$ cat src/rtl/loader_pkg.sv
`default_nettype none
// ============================================================================
// loader_pkg : shared FSM states and response codes (CHKSUM exists only with LOADER_CHECKSUM_EN)
// Revision   : 1.0
// ============================================================================
package loader_pkg;

  typedef enum logic [2:0] {
    IDLE    = 3'd0,
    CNT_LO  = 3'd1,
    CNT_HI  = 3'd2,
    DATA    = 3'd3,
    RESP    = 3'd4,
    WAIT_TX = 3'd5,
    FINISH  = 3'd6
`ifdef LOADER_CHECKSUM_EN
    , CHKSUM = 3'd7
`endif
  } loader_state_e;

  localparam logic [7:0] LOADER_ACK = 8'hAC;
  localparam logic [7:0] LOADER_NAK = 8'hEE;

endpackage
`default_nettype wire

$ cat src/rtl/word_assembler.sv
`default_nettype none
// ============================================================================
// word_assembler : packs strobed bytes little-endian into 32-bit words
// Revision       : 1.0
// ============================================================================
module word_assembler (
  input  logic        clk_i,
  input  logic        rst_ni,
  input  logic [7:0]  byte_i,
  input  logic        strobe_i,
  input  logic        clear_i,
  output logic [31:0] word_o,
  output logic        word_valid_o
);

  logic [1:0]  idx_q;
  logic [31:0] word_q;
  logic        valid_q;

  always_ff @(posedge clk_i or negedge rst_ni) begin
    if (!rst_ni) begin
      idx_q   <= 2'd0;
      word_q  <= 32'd0;
      valid_q <= 1'b0;
    end else if (clear_i) begin
      idx_q   <= 2'd0;
      word_q  <= 32'd0;
      valid_q <= 1'b0;
    end else begin
      valid_q <= 1'b0;
      if (strobe_i) begin
        word_q[{idx_q, 3'b000} +: 8] <= byte_i;
        idx_q                        <= idx_q + 2'd1;
        valid_q                      <= (idx_q == 2'd3);
      end
    end
  end

  assign word_o       = word_q;
  assign word_valid_o = valid_q;

endmodule
`default_nettype wire

$ cat src/rtl/program_loader.sv
`default_nettype none
// ============================================================================
// program_loader : UART-driven IMEM/DMEM loader; LOADER_CHECKSUM_EN adds an XOR checksum stage
// Revision       : 1.0
// ============================================================================
module program_loader #(
  parameter int ADDR_W    = 32,
  parameter int MAX_WORDS = 1024
) (
  input  logic              clk_i,
  input  logic              rst_ni,
  input  logic              grant_i,
  input  logic              target_i,
  input  logic [7:0]        uart_rx_data_i,
  input  logic              uart_rx_ready_i,
  output logic [7:0]        tx_data_o,
  output logic              tx_start_o,
  input  logic              tx_done_i,
  output logic              done_o,
  output logic              imem_we_o,
  output logic              dmem_we_o,
  output logic [ADDR_W-1:0] mem_addr_o,
  output logic [31:0]       mem_wdata_o
);

  import loader_pkg::*;

  localparam logic [17:0] MAX_W = 18'(MAX_WORDS);
`ifdef LOADER_CHECKSUM_EN
  localparam loader_state_e POST_DATA = CHKSUM;
`else
  localparam loader_state_e POST_DATA = RESP;
`endif

  loader_state_e     state_q, state_d;
  logic              target_q;
  logic [15:0]       count_q;
  logic [17:0]       bytes_q;
  logic [ADDR_W-1:0] addr_q;
  logic [7:0]        resp_q;
`ifdef LOADER_CHECKSUM_EN
  logic [7:0]        chk_q;
`endif

  logic        rx_w, data_stb_w, last_byte_w, write_w, word_valid_w;
  logic [15:0] count_w;
  logic [31:0] word_w;

  // A strobe arriving with grant low is discarded along with the session.
  assign rx_w        = uart_rx_ready_i && grant_i;
  assign data_stb_w  = rx_w && (state_q == DATA);
  assign last_byte_w = data_stb_w && (bytes_q == ({count_q, 2'b00} - 18'd1));
  assign count_w     = {uart_rx_data_i, count_q[7:0]};
  assign write_w     = word_valid_w && grant_i && (state_q != IDLE);

  word_assembler u_word_assembler (
    .clk_i       (clk_i),
    .rst_ni      (rst_ni),
    .byte_i      (uart_rx_data_i),
    .strobe_i    (data_stb_w),
    .clear_i     (state_q == IDLE),
    .word_o      (word_w),
    .word_valid_o(word_valid_w)
  );

  always_ff @(posedge clk_i or negedge rst_ni) begin
    if (!rst_ni) state_q <= IDLE;
    else         state_q <= state_d;
  end

  // The FSM leaves DATA on the final byte; the matching write lands one cycle later.
  always_comb begin
    state_d = state_q;
    if (state_q != IDLE && !grant_i) begin
      state_d = IDLE;
    end else begin
      case (state_q)
        IDLE:    if (grant_i) state_d = CNT_LO;
        CNT_LO:  if (rx_w) state_d = CNT_HI;
        CNT_HI: begin
          if (rx_w) begin
            if (count_w == 16'd0)                  state_d = POST_DATA;
            else if ({2'b00, count_w} > MAX_W)     state_d = RESP;
            else                                   state_d = DATA;
          end
        end
        DATA:    if (last_byte_w) state_d = POST_DATA;
`ifdef LOADER_CHECKSUM_EN
        CHKSUM:  if (rx_w) state_d = RESP;
`endif
        RESP:    state_d = WAIT_TX;
        WAIT_TX: if (tx_done_i) state_d = FINISH;
        FINISH:  state_d = IDLE;
        default: state_d = IDLE;
      endcase
    end
  end

  always_ff @(posedge clk_i or negedge rst_ni) begin
    if (!rst_ni) begin
      target_q <= 1'b0;
      count_q  <= 16'd0;
      bytes_q  <= 18'd0;
      addr_q   <= '0;
      resp_q   <= 8'd0;
`ifdef LOADER_CHECKSUM_EN
      chk_q    <= 8'd0;
`endif
    end else begin
      if (state_q == IDLE && grant_i) begin
        target_q <= target_i;
        count_q  <= 16'd0;
        bytes_q  <= 18'd0;
        addr_q   <= '0;
        resp_q   <= 8'd0;
`ifdef LOADER_CHECKSUM_EN
        chk_q    <= 8'd0;
`endif
      end
      if (rx_w && state_q == CNT_LO) count_q[7:0] <= uart_rx_data_i;
      if (rx_w && state_q == CNT_HI) begin
        count_q[15:8] <= uart_rx_data_i;
        resp_q        <= ({2'b00, count_w} > MAX_W) ? LOADER_NAK : LOADER_ACK;
      end
      if (data_stb_w) begin
        bytes_q <= bytes_q + 18'd1;
`ifdef LOADER_CHECKSUM_EN
        chk_q   <= chk_q ^ uart_rx_data_i;
`endif
      end
      if (write_w) addr_q <= addr_q + ADDR_W'(4);
`ifdef LOADER_CHECKSUM_EN
      if (rx_w && state_q == CHKSUM)
        resp_q <= (uart_rx_data_i == chk_q) ? LOADER_ACK : LOADER_NAK;
`endif
    end
  end

  always_comb begin
    imem_we_o   = write_w && !target_q;
    dmem_we_o   = write_w && target_q;
    tx_start_o  = (state_q == RESP) && grant_i;
    done_o      = (state_q == FINISH) && grant_i;
    tx_data_o   = resp_q;
    mem_addr_o  = addr_q;
    mem_wdata_o = word_w;
  end

endmodule
`default_nettype wire
$ cat config.mk
export PLATFORM = sky130hd
export DESIGN_NAME = program_loader
export DESIGN_NICKNAME = d
export VERILOG_FILES = /design/src/rtl/loader_pkg.sv /design/src/rtl/word_assembler.sv /design/src/rtl/program_loader.sv
export SDC_FILE = /design/constraint.sdc
export NUM_CORES = 1
export LEC_CHECK = 0
export ABC_CLOCK_PERIOD_IN_PS = 7800
export BUFFER_PORTS_ARGS = -buffer_cell sky130_fd_sc_hd__buf_2
export CAP_MARGIN = 0
export CORE_MARGIN = 2
export CORE_UTILIZATION = 50
export DETAILED_ROUTE_END_ITERATION = 16
export PLACE_DENSITY_LB_ADDON = 0.1
export RECOVER_POWER = 25
export REMOVE_ABC_BUFFERS = 1
export SETUP_SLACK_MARGIN = 0.5
export SLEW_MARGIN = 15
export SYNTH_ARGS = -nofsm -noshare
export SYNTH_HDL_FRONTEND = slang
export SYNTH_SLANG_ARGS = --single-unit
$ cat constraint.sdc
create_clock -name clk_i -period 7.8 [get_ports clk_i]
set_input_delay 1.56 -clock clk_i [delete_from_list [all_inputs] [get_ports clk_i]]
set_output_delay 1.56 -clock clk_i [all_outputs]
set_load 0.02 [all_outputs]
* Word level (Yosys, flattened, before mapping)
Index checks and enable logic that the tools add are counted.
** Word-level totals
- Memory bits (read-only) :: 0
- Bits in registers :: 113
- RAM bits :: 0
- Latch bits :: 0
- Memories kept :: 0
- Input bits :: 14
** Operators by class
- Bitwise gates (word level) :: 0
- Magnitude comparators :: 1
- Divide/modulo/power cells :: 0
- Shift-type cells :: 2
- Reduce and logical (&&, ||, !) cells :: 24
- Equal/unequal tests :: 13
- $add $sub $neg :: 5
- Muxes and demuxes :: 26
- $mul :: 0
** Operators with widths (number)
- two-way mux 32 bit :: 4
- two-way mux 18 bit :: 2
- adder 32 x 3 -> 32 bit, second input constant :: 1
- bitwise mux 32 bit :: 1
- two-way mux 8 bit :: 4
- variable shift 8 x 7 -> 32 bit, first input constant :: 1
- indexed part select 8 x 7 -> 32 bit :: 1
- two-way mux 3 bit :: 8
- adder 18 x 1 -> 18 bit, second input constant :: 1
- equality test 18 bit :: 1
- case mux 3 bit (6 select lines) :: 1
- subtractor 18 x 1 -> 18 bit, second input constant :: 1
- greater-than comparator 16 x 11 -> 1 bit, second input constant :: 1
- zero test 16 bit :: 1
- two-way mux 16 bit :: 1
- logical AND 1 bit :: 13
- inequality test 3 bit, second input constant :: 4
- nonzero test 2 bit :: 5
- equality test 3 bit, second input constant :: 3
- two-way mux 7 bit :: 1
- negation 5 -> 7 bit :: 1
- equality test 3 x 2 -> 1 bit, second input constant :: 2
- AND reduction 5 bit :: 1
- two-way mux 2 bit :: 2
- other kinds (8) :: 10

* Depth between registers and ports, before layout
- Word-level depth :: 6
- Gate-level depth with buffers :: 10
- Depth with buffers taken out :: 9

* Cells and area by module
From an unflattened synthesis, not the netlist that was laid out.
** Second synthesis, totals
- Cell total of the unflattened synthesis :: 557
- Area total of the unflattened synthesis :: 5505.3 µm²
** Modules (own cells, without submodules)
- program_loader :: cells each 430, area an instance 3895.0 µm², seq. area each 1751.7 µm², times used 1
- word_assembler :: cells each 127, area an instance 1610.3 µm², seq. area each 875.8 µm², times used 1

* Least setup slack after synthesis
No wires, ideal clock.
- Kind :: in2out
- From :: input port grant_i
- To :: output port imem_we_o
- Setup slack :: 3.475 ns
- Arrival time :: 2.765 ns
- Stages on the path :: 5
- Cells stage by stage :: clkbuf_1 > o311ai_0 > clkbuf_1 > clkbuf_1 > nor2_1
** Between the ends
- Longest elaborated chain between the ends :: 3
** RTL lines
- from (decl) :: line program_loader.sv:12 : input logic grant_i,
- logical AND 1 bit (2 in a row) :: line program_loader.sv:54 : assign write_w = word_valid_w && grant_i && (state_q != IDLE);
- logical AND 1 bit :: line program_loader.sv:140 : imem_we_o = write_w && !target_q;
- to (decl) :: line program_loader.sv:20 : output logic imem_we_o,
Every way passes these cells.

* Worst setup path in the final report
- From :: input port grant_i
- To :: output port dmem_we_o
** Between the ends
- Longest elaborated chain between the ends :: 3
** RTL lines
- logical AND 1 bit (2 in a row) :: line program_loader.sv:54
- logical AND 1 bit :: line program_loader.sv:141 : dmem_we_o = write_w && target_q;
- to (decl) :: line program_loader.sv:21 : output logic dmem_we_o,
Every way passes these cells.

==> run metrics <==
status=complete, but fails checks; failing checks=max-capacitance violations, max-slew violations; first-pass GRT wire length=roughly 22 mm; Die Y=between 100 and 150 um; CTS max path bufs=2; clock group share of total power=a little over a fifth; number of flops mapped to enable cells by yosys=0; Crit-path slowest cell=and3_1; main combinational cell family by area after synthesis=compound AO/OA/AOI/OAI gates; worst skew pair latency=between 300 and 400 ps; FILL cells=about 970; Initial Util=50.6%; vias in the first global route=~4300; WP data arrival=2590 ps; Avg Synthesized Cell Area=approximately 9.5 um^2; commonest non-fill, non-tap cell in the layout=dfrtp_1; critical path fanouts, max=13; Tcrit/Tclk final=53.2%; DIE AREA=about 0.012 mm^2; Crit Path Category=input port to primary output; Peak Freq=241 MHz; Worst-Margin Slew=about 2700 ps; Design Power=0.00180 W; Iter 0 DRT Violations=314; share of cells above drive strength 1=between 10% and 20%; most frequent cells in the layout=dfrtp_1 (105), nand2_1 (70), buf_2 (63); CP peak stage delay=480 ps; Internal Power=between 0.001 and 0.0015 W; CTS Hold Bufs=0; Num CTS Buffers=9; Resized cells post-CTS=0; unrepaired setup endpoints after global routing=false; top cell type's share of synthesized area=just under 50%; post-layout min period=4150 ps; Compound-Gate Fraction of Synth Area=about a fifth; sequential area share after synthesis=between 40% and 50%; worst min path class=register to register; crit path capture type=primary output; switching share of power=slightly above 40%; Area contributors post-synth=dfrtp_1 (49%), a22o_1 (6.6%), o21ai_0 (5.2%); leak pwr=around 2.8 nW; RR Endpoint=mem_addr_o[24]$_DFFE_PN0P_; final slew viol count=50; peak supply drop=roughly 0.15 mV; Nets=654; xor/xnor share of the synthesized area=under 10%; Post-DRT Antenna Nets=0; R2R cell count=6; Routed wire per std cell=17.1 um; CTS tree=built; Detailed Route WL=roughly 13 mm; sw power=between 0.0007 and 0.0008 W; Adder-Cell Fraction of Synth Area=1.85%; DPL Wire Length=9.24 mm; post-synthesis cell count=around 570; antenna violations before repair=0; cell taking the most area after synthesis=dfrtp_1; CP startpoint kind=input port; Simple-Gate Fraction of Synth Area=around a fifth; combinational power share=a little under 40%; most frequent cell on the critical path=buf_2; Root Buffer Master=clkbuf_8; Final TNS setup=0 ps; HP Start=u_word_assembler.word_o[2]$_DFFE_PN0P_; Core ar.=~0.011 mm^2; Reg clk slew, reported paths=about 100 ps; DRC viols=0; crit path from=grant_i; postcts setup bufs=0; largest net degree at the start of global routing=58; CP endpoint=dmem_we_o; Post-synth top flop=dfrtp_1; # IOs=90; Distinct cells, synth=51; Synth Cell Area=approximately 0.0054 mm^2; synthesis-stage register bit count=105; pwr/cell area=between 200 and 300 mW/mm^2; Worst Clk Skew=just over 8 ps; crit path cell chain=buf_2 -> and3_1 -> and2_1 -> buf_2; global placer's final weighted congestion=about 0.9; Antenna Cells=0; htree depth=3; # port buffers=85; endpoints failing setup=0; sequential share of power=approximately two fifths; ys async rst share=between 90% and 100%; Horiz. Die Dim=~110 um; via/cell ratio=5.99; final hold vios=0; clk sinks=~110; sequential cell area=0.00263 mm^2; Row Count=38; Rel. slew slack=-77.9%; Yosys Warn Count=0; synthesis-to-layout area growth=12.1%; vias post-DR=~4700; GR Util All Layers=about a quarter; WP data required=roughly 6200 ps; DR pass1 iterations=5; reg2reg setup slack=~4500 ps; multiplexer share of the synthesized area=approximately 2.2%; Max-Cap Viols=1; area of the multi-input gates=around 0.0026 mm^2; remaining global-route overflow=0; R2R Path Start=state_q[1]$_DFFE_PN0P_
sequential cells by signal, summed over array words and instances, names as in the netlist:
name / cells
bytes_q: 18
count_q: 16
mem_addr_o: 30
state_q: 3
target_q: 1
tx_data_o: 2
u_word_assembler.idx_q: 2
u_word_assembler.word_o: 32
u_word_assembler.word_valid_o: 1
worst max-delay path, delay by kind of cell:
kind          cells  cell delay (ps)
simple gates      2              670
buf+inv           2              360
power groups by stage:
stage	registers [W]	clock network, W	logic [W]
floorplan	0.000732	0	0.000483
global placement	0.000718	0	0.000691
detailed placement	0.000720	0	0.000709
CTS	0.000710	0.000391	0.000712
global route	0.000724	0.000415	0.000792
finish	0.000712	0.000382	0.000709
cell usage after synthesis, types with 3 or more instances:
cell	n
o21ai_0	56
buf_4	8
nand4_1	13
o211ai_1	6
xnor2_1	13
nor4b_1	4
nor4_1	6
nand2b_1	5
a22o_1	41
xor2_1	7
clkbuf_1	26
nor3_1	10
mux2i_1	12
nand2_1	70
o311ai_0	3
ha_1	8
nor3b_1	3
dfrtp_1	105
a31oi_1	15
and2_1	3
a21oi_1	15
inv_1	11
o31ai_1	11
and3_1	13
nor2b_1	4
nor2_1	35
nand3_1	32
logic make-up after synthesis:
logic type / count (synthesis)
and+or+nand+nor: 210
AOI/OAI and AO/OA: 162
DFF: 105
buffers and inverters: 50
xor gates and xnor gates: 20
muxes: 12
adders and majority gates: 8
other: 1
per-layer routing:
layer,GRT usage [%],wire [um],vias to the layer above
met5,0,0,-
li1,-,-,2202
met3,3.86,721,13
met2,38.1,6330,161
met1,33.0,6050,2276
met4,6.96,183,0
area by class of cell:
type	count	share of cell area, %
inverters	11	0.680
multi-input cells	416	42.4
clock inverters	5	1.42
flip-flops and latches	105	43.3
repair buffers	89	6.99
well taps	140	2.89
clock buffers	11	2.33
worst min-delay path by stage:
stage	slack, ps	to	depth (start not counted)
final	490	u_word_assembler.word_o[2]$_DFFE_PN0P_	2
after global routing	520	bytes_q[17]$_DFFE_PN0P_	1
after CTS	490	u_word_assembler.word_o[2]$_DFFE_PN0P_	2
after detailed placement	470	u_word_assembler.word_o[2]$_DFFE_PN0P_	2
after global placement	460	u_word_assembler.word_o[2]$_DFFE_PN0P_	2
after floorplan	460	target_q$_DFFE_PN0P_	2
through the flow:
stage / utilization [%] / instance area, um^2 / hold WS [ps] / std cells / setup slack (ps)
final: 56.7 / 6070 / 487 / 777 / 3650
after global placement: 54.9 / 5880 / 460 / 761 / 3660
after floorplan: - / 5240 / 460 / 532 / 3440
after CTS: 57.1 / 6100 / 490 / 777 / 3650
after detailed placement: 54.9 / 5880 / 467 / 761 / 3640
after global routing: 56.7 / 6070 / 517 / 777 / 3350
No activity file was read; power rests on OpenSTA's default activity.
